`src/rtl/dmem_arbiter.sv`:
```
// Arbitrates the single-port data SRAM between the core MEM stage and the debug/loader port.
// The debug port is bounded-latency: after MAX_WAIT consecutive denials it wins over the core.
module dmem_arbiter #(
  parameter int unsigned ADDR_WIDTH = 6,
  parameter int unsigned DATA_WIDTH = 32,
  parameter int unsigned MAX_WAIT   = 4
) (
  input  logic                  clk,
  input  logic                  rst,
  input  logic                  c_req,
  input  logic                  c_we,
  input  logic [31:0]           c_addr,
  input  logic [DATA_WIDTH-1:0] c_wdata,
  output logic                  c_gnt,
  output logic                  c_rvalid,
  output logic [DATA_WIDTH-1:0] c_rdata,
  input  logic                  d_req,
  input  logic                  d_we,
  input  logic [31:0]           d_addr,
  input  logic [DATA_WIDTH-1:0] d_wdata,
  output logic                  d_gnt,
  output logic                  d_rvalid,
  output logic [DATA_WIDTH-1:0] d_rdata,
  output logic                  csb0,
  output logic                  web0,
  output logic [ADDR_WIDTH-1:0] addr0,
  output logic [DATA_WIDTH-1:0] din0,
  input  logic [DATA_WIDTH-1:0] dout0
);

  localparam int unsigned CNT_WIDTH = 4;
  localparam logic [CNT_WIDTH-1:0] WAIT_LIMIT = CNT_WIDTH'(MAX_WAIT);

  logic [CNT_WIDTH-1:0]  wait_cnt;
  logic                  rsp_valid;
  logic                  rsp_sel;
  logic [ADDR_WIDTH-1:0] c_word;
  logic [ADDR_WIDTH-1:0] d_word;

  // Byte offset and high address bits are dropped; aliasing is intended.
  assign c_word = c_addr[ADDR_WIDTH+1:2];
  assign d_word = d_addr[ADDR_WIDTH+1:2];

  logic unused_addr_bits;
  assign unused_addr_bits = ^{c_addr[31:ADDR_WIDTH+2], c_addr[1:0],
                              d_addr[31:ADDR_WIDTH+2], d_addr[1:0]};

  // Grant selection and SRAM control; everything is held idle while in reset.
  always_comb begin
    c_gnt = 1'b0;
    d_gnt = 1'b0;
    if (rst) begin
      if (d_req && (wait_cnt == WAIT_LIMIT)) begin
        d_gnt = 1'b1;
      end else if (c_req) begin
        c_gnt = 1'b1;
      end else if (d_req) begin
        d_gnt = 1'b1;
      end
    end

    csb0  = 1'b1;
    web0  = 1'b1;
    addr0 = '0;
    din0  = '0;
    if (c_gnt) begin
      csb0  = 1'b0;
      web0  = ~c_we;
      addr0 = c_word;
      din0  = c_wdata;
    end else if (d_gnt) begin
      csb0  = 1'b0;
      web0  = ~d_we;
      addr0 = d_word;
      din0  = d_wdata;
    end
  end

  // Read data is steered to whichever port issued the read last cycle.
  always_comb begin
    c_rvalid = rsp_valid && !rsp_sel;
    d_rvalid = rsp_valid && rsp_sel;
    c_rdata  = c_rvalid ? dout0 : '0;
    d_rdata  = d_rvalid ? dout0 : '0;
  end

  always_ff @(posedge clk) begin
    if (!rst) begin
      wait_cnt  <= '0;
      rsp_valid <= 1'b0;
      rsp_sel   <= 1'b0;
    end else begin
      if (d_req && !d_gnt) begin
        if (wait_cnt < WAIT_LIMIT) begin
          wait_cnt <= wait_cnt + CNT_WIDTH'(1);
        end
      end else begin
        wait_cnt <= '0;
      end

      rsp_valid <= (c_gnt && !c_we) || (d_gnt && !d_we);
      if ((c_gnt && !c_we) || (d_gnt && !d_we)) begin
        rsp_sel <= d_gnt;
      end
    end
  end

endmodule
```
`config.mk`:
```
export PLATFORM = sky130hd
export DESIGN_NAME = dmem_arbiter
export DESIGN_NICKNAME = d
export VERILOG_FILES = /design/src/rtl/dmem_arbiter.sv
export SDC_FILE = /design/constraint.sdc
export NUM_CORES = 1
export LEC_CHECK = 0
export BUFFER_PORTS_ARGS = -buffer_cell sky130_fd_sc_hd__buf_4
export CORE_AREA = 2 2 107 109
export DETAILED_ROUTE_END_ITERATION = 12
export DIE_AREA = 0 0 109 111
export PLACE_DENSITY = 0.47
export SLEW_MARGIN = 20
export SYNTH_ARGS = -nofsm -noshare
export SYNTH_HDL_FRONTEND = slang
export SYNTH_SLANG_ARGS = --single-unit
```
`constraint.sdc`:
```
create_clock -name clk -period 1.5 [get_ports clk]
set_input_delay 0.15 -clock clk [delete_from_list [all_inputs] [get_ports clk]]
set_output_delay 0.15 -clock clk [all_outputs]
set_load 0.05 [all_outputs]
```
==> results of run 1 <==
-- power by group through the flow --
stage          Clock (mW)  Combinational, mW  Sequential, mW
2_1_floorplan           0              0.642           0.171
3_3_place_gp            0               1.09           0.170
3_5_place_dp            0               1.10           0.170
4_1_cts             0.449               1.19           0.168
5_1_grt             0.453               1.31           0.168
6_report            0.440               1.24           0.168
-- metrics by stage --
stage | utilization [%] | cell area (um^2)
5_1_grt | 35.2 | 3900
6_report | 35.2 | 3900
2_1_floorplan | - | 1500
4_1_cts | 33.1 | 3660
3_5_place_dp | 30.0 | 3330
3_3_place_gp | 30.0 | 3330
-- Yosys cell counts (all sizes together) --
library cell	number	area (um^2)
dfxtp	6	120
and3b	1	10.0
xnor2	1	8.76
nand2	1	3.75
a22o	39	342
a311oi	1	8.76
o21ai	1	5.00
a21oi	1	5.00
and3	35	223
a211oi	1	20.0
inv	6	22.5
nor2	2	7.51
mux2	1	11.3
o211a	2	20.0
ha	2	25.0
buf	8	65.1
nor2b	1	6.26
and2	33	206
and2b	1	8.76
a22oi	1	7.51
clkbuf	11	41.3
-- layer usage --
layer / track usage [%] / wire length (um) / share of wire [%] / vias to the layer above
met2: 19.8 / 3960 / 53 / 123
met4: 2.31 / 70 / 0.94 / 0
li1: - / - / - / 1030
met3: 2.12 / 765 / 10 / 7
met1: 11.3 / 2670 / 36 / 986
met5: 0 / 0 / 0 / -
-- cell type report --
type	instances	share of cell area [%]
Clock buffer	3	1.92
Inverter	6	0.577
Multi-Input combinational cell	124	33.2
Sequential cell	6	3.14
Tap cell	143	4.58
Timing Repair Buffer	244	56.5
-- critical path, cell delays in order (launching register included) --
cell	delay [ns]
dfxtp_2	0.32
inv_2	0.04
ha_4	0.14
and3b_2	0.22
o211a_4	0.30
buf_16	0.19
a22o_4	0.26
buf_8	0.15
-- sequential cells by signal, indices dropped and copies added, names as in the netlist --
signal and count:
rsp_valid 1, wait_cnt 4, rsp_sel 1
-- cell usage in the layout, fill, tap and decap left out, drive strengths merged --
cell / n
buf: 240
mux2: 1
nor2: 2
clkbuf: 7
and3: 35
a311oi: 1
xnor2: 1
ha: 2
a22o: 39
and2b: 1
a211oi: 1
dfxtp: 6
inv: 6
a21oi: 1
o211a: 2
o21ai: 1
nand2: 1
a22oi: 1
and3b: 1
nor2b: 1
and2: 33
-- cell families (layout without fill, tap and decap cells) --
| family | after synthesis | after routing | synth area share, % |
|---|---|---|---|
| xor gates and xnor gates | 1 | 1 | 0.750 |
| and+or+nand+nor | 74 | 74 | 39.9 |
| buffers and inverters | 25 | 253 | 11.0 |
| muxes | 1 | 1 | 0.965 |
| adders and majority gates | 2 | 2 | 2.14 |
| DFF | 6 | 6 | 10.3 |
| AOI/OAI and AO/OA | 46 | 46 | 34.9 |
-- final timing paths --
check	start	endpoint	slack [ns]
worst min register to register	rsp_sel	rsp_sel	0.54
worst max-delay path	wait_cnt[1]	din0[5]	-0.52
worst max register to register	wait_cnt[1]	wait_cnt[0]	-0.02
worst min-delay path	c_req	rsp_sel	0.12
-- timing repair --
action | in CTS | in global routing
hold buffers | 0 | 0
gates cloned | 2 | 4
resized for setup | 49 | 24
buffers inserted | 3 | 2
setup endpoints to repair | 46 | 98
pin swaps | 3 | 10
==> flow_summary.ini, run 1 <==
[die]
fp-row-count = 39
die_area_mm2 = 0.0121
fp.dieH_um = 111
io_pins = 274
coreArea_mm2 = 0.0111
chipWidth_um = 109
start_util_pct = 10.5

[timing]
setup_ws_ns = -0.521
skew_ns = 0.00204
max_freq_mhz = 495
fin_crit_sh_pct = 135
drv_slew = 0
max-slew-margin-rel_pct = 81.9
worst_pin_slew_ns = 0.272
rsz0062_at_grt = true
hold_slack_ns = 0.122
setup_viol = 46
tns_ns = -20.68
timing_hold_violations_final = 0
min_period_ns = 2.02

[layout]
register_area_um2 = 123
synthToLayoutAreaGrowth_pct = 234
fin_nets = 553
n_antenna_cell = 0
layout.cells.non_filler = 526
drive_gt1_share_pct = 80.9
num-fill-cells = 1121
multi_input_area_mm2 = 0.00130

[outcome]
violations = setup timing
status = finished with violations

[routing]
drtIter0Drc = 65
drc_errors = 0
drtPass1Iterations = 3
final_antenna_net_count = 0
routed_wl_mm = 7.47
via_per_inst = 4.08
vias = 2146
wire_per_inst_um = 14.2

[pwr]
p_per_area_mw_per_mm2 = 475
power_frac_seq_pct = 9.1
pwr-share-comb_pct = 67.2
ir_drop_mv = 0.285
power_mw = 1.85
switching_share_pct = 41.1
switchingPower_mw = 0.762
leakage_nw = 2.19
p_clk_share_pct = 23.8
internal-power_mw = 1.09

[clock_tree]
root_buffer = clkbuf_16
htree_levels = 1
clkTransAtPathRegs_ns = 0.03
cts.sinks = 6
clk_path_buf_depth = 2
cts_tree = done
cts_made_buffers = 3
clock_latency_ns = 0.23

[global_route]
first_global_vias = 2013
antenna_found_initial = 0
grt_first_pass_wirelength_mm = 10.1
grt.total_usage_pct = 10.3
grt_max_degree = 34
overflow = 0

[worst_setup_path]
reg2reg_depth = 7
critPathRequiredTime_ns = 1.35
start_kind = flop
endpoint_kind = output port
path_class = reg2out
cp_max_fo = 20
arrival_ns = 1.87

[hold_path]
hold_class = in2reg
worst_hold_path.num_cells = 2

[job]
cap_violations = 0

[placed_design]
gp_congestion = 0.697
dp_slack_ns = -0.369
dp_hpwl_mm = 5.39
place_inst = 512
io_buffer_count = 221

[synthesis]
synth_cells = 155
ys_seq_area_share_pct = 10.3
syn_area_per_cell_um2 = 7.53
ys_seq_elements = 6
syn_nets = 323
synthDistinctLibCells = 23
syn_area_mm2 = 0.00117
yosysWarnings = 0
Power figures use the tool's default switching activity.
==> run 2: changes to the inputs <==
--- a/config.mk
+++ b/config.mk
@@ -5,11 +5,11 @@
 export SDC_FILE = /design/constraint.sdc
 export NUM_CORES = 1
 export LEC_CHECK = 0
-export BUFFER_PORTS_ARGS = -buffer_cell sky130_fd_sc_hd__buf_4
 export CORE_AREA = 2 2 107 109
 export DETAILED_ROUTE_END_ITERATION = 12
 export DIE_AREA = 0 0 109 111
-export PLACE_DENSITY = 0.47
+export DONT_BUFFER_PORTS = 1
+export PLACE_DENSITY = 0.3
 export SLEW_MARGIN = 20
 export SYNTH_ARGS = -nofsm -noshare
 export SYNTH_HDL_FRONTEND = slang
==> flow_summary.ini, run 2 (same netlist as run 1, synthesis figures left out) <==
[timing]
worst_pin_slew_ns = 0.281
setup_ws_ns = -0.438
max-slew-margin-rel_pct = 81.3
max_freq_mhz = 516
timing_hold_violations_final = 0
min_period_ns = 1.94
rsz0062_at_grt = true
skew_ns = 0.00160
fin_crit_sh_pct = 129
setup_viol = 45
drv_slew = 0
tns_ns = -17.06

[worst_setup_path]
cp_max_fo = 13
worst_path_largest_cell_delay_ns = 0.32
path_depth = 7
path_buf_inv = 3
critPathRequiredTime_ns = 1.35
path_class = reg2out
cp_slowest_cell = dfxtp_2
worstPathCellList = inv_2 -> ha_4 -> and3b_2 -> a211oi_4 -> buf_4 -> clkbuf_16 -> a22o_4
critPathTopFamily = compound AO/OA/AOI/OAI gates
endpoint_kind = output port
start_kind = flop
arrival_ns = 1.79
reg2reg_depth = 8

[global_route]
grt_first_pass_wirelength_mm = 8.58
grt.total_usage_pct = 8.99
grt_max_degree = 34
first_global_vias = 1494
antenna_found_initial = 0
overflow = 0

[pwr]
ir_drop_mv = 0.259
leakage_nw = 1.55
p_per_area_mw_per_mm2 = 467

[clock_tree]
clock_latency_ns = 0.23
clkTransAtPathRegs_ns = 0.03
cts_tree = done
cts.sinks = 6
htree_levels = 1
cts_made_buffers = 3
cts_hold_buffers = 0
clk_path_buf_depth = 2
root_buffer = clkbuf_16

[routing]
drtIter0Drc = 65
final_antenna_net_count = 0
via_per_inst = 4.11
routed_wl_mm = 6.26
vias = 1524
drtPass1Iterations = 2
wire_per_inst_um = 16.9
drc_errors = 0

[placed_design]
place_inst = 359
gp_congestion = 0.718
dp_hpwl_mm = 4.95
placed_cell_area_mm2 = 0.00297
dp_slack_ns = -0.292
io_buffer_count = 0

[die]
chipWidth_um = 109
fp-row-count = 39
fp.dieH_um = 111
coreArea_mm2 = 0.0111
die_area_mm2 = 0.0121
io_pins = 274
start_util_pct = 10.5

[outcome]
status = finished with violations
violations = setup timing

[layout]
layout.cells.non_filler = 371
fin_nets = 398
regMostFlops = wait_cnt
drive_gt1_share_pct = 69.7
top_regs = wait_cnt: 4 flops, rsp_sel: 1 flops, rsp_valid: 1 flops
synthToLayoutAreaGrowth_pct = 183
largest_register_ffs = 4
stdcell_area_mm2 = 0.00331
n_antenna_cell = 0
final_common_cell = buf_12
final_cell_mix = 67 x buf_12, 38 x a22o_4, 32 x and3_1

[hold_path]
hold_class = in2reg
worst_hold_path.num_cells = 1

[job]
cap_violations = 0
[run 2: changes by cell type in the layout (fill, tap and decap cells not counted), moves of 2 or more]
cell       before  now
clkbuf_16       7    5
buf_12          4   67
and2_4          0    3
buf_8          13    0
buf_6          31    9
and2_1         24   21
buf_4         190   10
[run 2: final timing paths]
| path | slack, ns | endpoint | from |
|---|---|---|---|
| max | -0.44 | din0[5] | wait_cnt[0] |
| min | 0.02 | rsp_sel | c_req |
| max reg2reg | -0.06 | wait_cnt[3] | wait_cnt[0] |
| min reg2reg | 0.54 | rsp_sel | rsp_sel |
[run 2: repair_timing]
item | in CTS | in global routing
buffers inserted | 2 | 4
pin swaps | 10 | 4
gates resized for setup | 20 | 8
gates cloned | 1 | 2
endpoints found under the setup margin | 43 | 70
[run 2: cell type report]
cell class	count	area (um^2)
Fill cell	1091	7770
Timing Repair Buffer	89	1600
Multi-Input combinational cell	124	1310
Tap cell	143	179
Sequential cell	6	124
Clock buffer	3	75.1
Inverter	6	22.5
[run 2: stage by stage]
step	utilization, %	power (mW)	hold WS, ns
floorplan	-	0.813	0.259
global placement	26.8	1.05	0.266
detailed placement	26.8	1.05	0.266
CTS	28.9	1.53	0.0269
global route	29.8	1.60	0.0212
finish	29.8	1.55	0.0205
[run 2: worst reg2reg max path: cells and delay by family (launching register included)]
family / cells / cell delay (ns)
adders and majority gates: 1 / 0.14
DFF: 1 / 0.32
and+or+nand+nor: 2 / 0.38
buffers and inverters: 4 / 0.41
AOI/OAI and AO/OA: 1 / 0.26
[run 2: layer usage]
metal,part of all wire [%],global-route usage [%],vias up
li1,-,-,714
met1,32,8.90,691
met2,56,17.8,117
met3,12,2.76,2
met4,0.54,1.71,0
met5,0,0,-
[run 2: where the power goes]
| part | internal [mW] | switching (mW) | leakage [nW] |
|---|---|---|---|
| sequential | 0.165 | 0.00416 | 0.0501 |
| clock | 0.342 | 0.0907 | 0.0370 |
| combinational | 0.375 | 0.568 | 1.46 |
| total | 0.883 | 0.662 | 1.55 |
==> run 3: changes to the inputs <==
==> constraint.sdc (replaced) <==
create_clock -name clk -period 1.5 [get_ports clk]
set_input_delay 0.15 -clock clk [delete_from_list [all_inputs] [get_ports clk]]
set_output_delay 0.15 -clock clk [all_outputs]
set_load 0.02 [all_outputs]
==> flow_summary.ini, run 3 (same netlist as run 1, synthesis figures left out) <==
[layout]
final_cell_mix = 38 x a22o_4, 33 x and2_1, 32 x and3_1
final_common_cell = a22o_4
layout.cells.non_filler = 311
fin_nets = 338
regMostFlops = wait_cnt
n_antenna_cell = 0
num-fill-cells = 1228
stdcell_area_mm2 = 0.00205
largest_register_ffs = 4
top_regs = wait_cnt: 4 flops, rsp_sel: 1 flops, rsp_valid: 1 flops
fin_util_pct = 18.5
synthToLayoutAreaGrowth_pct = 75.9
drive_gt1_share_pct = 51.2

[timing]
max-slew-margin-rel_pct = 83.2
setup_viol = 46
rsz0062_at_grt = true
skew_ns = 0.000478
timing_hold_violations_final = 0
setup_ws_ns = -0.412
min_period_ns = 1.91
drv_slew = 0
fin_crit_sh_pct = 127
worst_pin_slew_ns = 0.253
max_freq_mhz = 523

[pwr]
internal-power_mw = 0.730
p_clk_share_pct = 39.4
ir_drop_mv = 0.324
pwr-share-comb_pct = 45.4
leakage_nw = 1.03
switching_share_pct = 34.0
p_per_area_mw_per_mm2 = 538
power_frac_seq_pct = 15.2
switchingPower_mw = 0.375
power_mw = 1.11

[placed_design]
gp_congestion = 0.689
place_inst = 296
io_buffer_count = 0
dp_hpwl_mm = 4.14
placed_cell_area_mm2 = 0.00179

[clock_tree]
cts_tree = done
cts_made_buffers = 3
cts_hold_buffers = 0
clock_latency_ns = 0.23
htree_levels = 1
clkTransAtPathRegs_ns = 0.04
clk_path_buf_depth = 2
cts.sinks = 6
root_buffer = clkbuf_16

[worst_setup_path]
start_kind = flop
critPathRequiredTime_ns = 1.35
r2r-end = wait_cnt[1]
endpoint_kind = output port
cp_max_fo = 8
reg2reg_depth = 7
path_class = reg2out
arrival_ns = 1.76
worstReg2RegStart = wait_cnt[1]
rrSetupSlack_ns = -0.05

[outcome]
violations = setup timing
status = finished with violations

[job]
cap_violations = 0

[global_route]
antenna_found_initial = 0
overflow = 0
grt_first_pass_wirelength_mm = 6.84
grt_max_degree = 36
grt.total_usage_pct = 7.44
first_global_vias = 1316

[routing]
drc_errors = 0
vias = 1364
routed_wl_mm = 5.16
drtPass1Iterations = 4
final_antenna_net_count = 0
wire_per_inst_um = 16.6
via_per_inst = 4.39
drtIter0Drc = 40

[die]
die_area_mm2 = 0.0121
chipWidth_um = 109
fp-row-count = 39
coreArea_mm2 = 0.0111
fp.dieH_um = 111
start_util_pct = 10.5
io_pins = 274

[hold_path]
hold_class = in2reg
min_to = rsp_sel
worst_hold_path.num_cells = 1
min_from = c_req
==> run 3: changes by cell type in the layout (fill, tap and decap cells not counted), moves of 3 or more <==
cell | previous run | this run
and2_1 | 21 | 33
and2_2 | 9 | 0
and2_4 | 3 | 0
buf_12 | 67 | 7
buf_4 | 10 | 15
buf_6 | 9 | 4
==> run 3: how the worst max path moves through the flow <==
stage                startpoint       end  slack, ns  cells after the start
finish              wait_cnt[1]   din0[4]      -0.41                      6
global route        wait_cnt[1]  din0[25]      -0.48                      7
CTS                 wait_cnt[1]  din0[25]      -0.41                      6
detailed placement  wait_cnt[1]  addr0[0]      -0.21                      6
global placement    wait_cnt[1]  addr0[0]      -0.21                      6
floorplan           wait_cnt[1]  din0[21]      -0.18                      6
==> run 3: repair_timing <==
| action | 4_1_cts | 5_1_grt |
|---|---|---|
| setup endpoints to repair | 46 | 47 |
| setup buffers | 7 | 2 |
| resized for setup | 8 | 1 |
| gates cloned | 2 | 1 |
| pin swaps | 7 | 2 |
==> run 3: area by class of cell <==
class | instances | area (um^2) | area share, %
well taps | 143 | 179 | 8.71
repair buffers | 29 | 378 | 18.4
clock buffers | 3 | 75.1 | 3.66
flip-flops and latches | 6 | 123 | 5.97
inverters | 6 | 22.5 | 1.10
multi-input cells | 124 | 1280 | 62.2
==> run 3: critical path: stages (launching register included) <==
cell       delay (ns)
dfxtp_2          0.33
inv_2            0.03
ha_2             0.16
and3b_2          0.23
o211a_4          0.31
clkbuf_16        0.19
a22o_4           0.28
==> run 3: metrics by stage <==
stage                     hold WS (ns)  setup slack [ns]  setup TNS [ns]
final                           0.0292            -0.412          -16.34
after global routing            0.0269            -0.482          -19.24
after CTS                       0.0260            -0.408          -16.30
after detailed placement         0.265            -0.211           -7.58
after global placement           0.271            -0.209           -7.34
after floorplan                  0.259            -0.175           -6.05
==> run 3: metal layers <==
metal | routed length, um | share of wire [%] | vias up | global-route usage [%]
met5 | 0 | 0 | - | 0
met4 | 21 | 0.41 | 0 | 0.769
met1 | 1480 | 29 | 608 | 6.31
li1 | - | - | 598 | -
met2 | 3100 | 60 | 156 | 16.8
met3 | 570 | 11 | 2 | 1.59
==> run 3: power by group through the flow <==
stage / Clock [mW] / Sequential (mW) / Combinational [mW]
2_1_floorplan: 0 / 0.171 / 0.400
3_3_place_gp: 0 / 0.170 / 0.463
3_5_place_dp: 0 / 0.170 / 0.461
4_1_cts: 0.447 / 0.168 / 0.497
5_1_grt: 0.455 / 0.168 / 0.536
6_report: 0.436 / 0.168 / 0.502
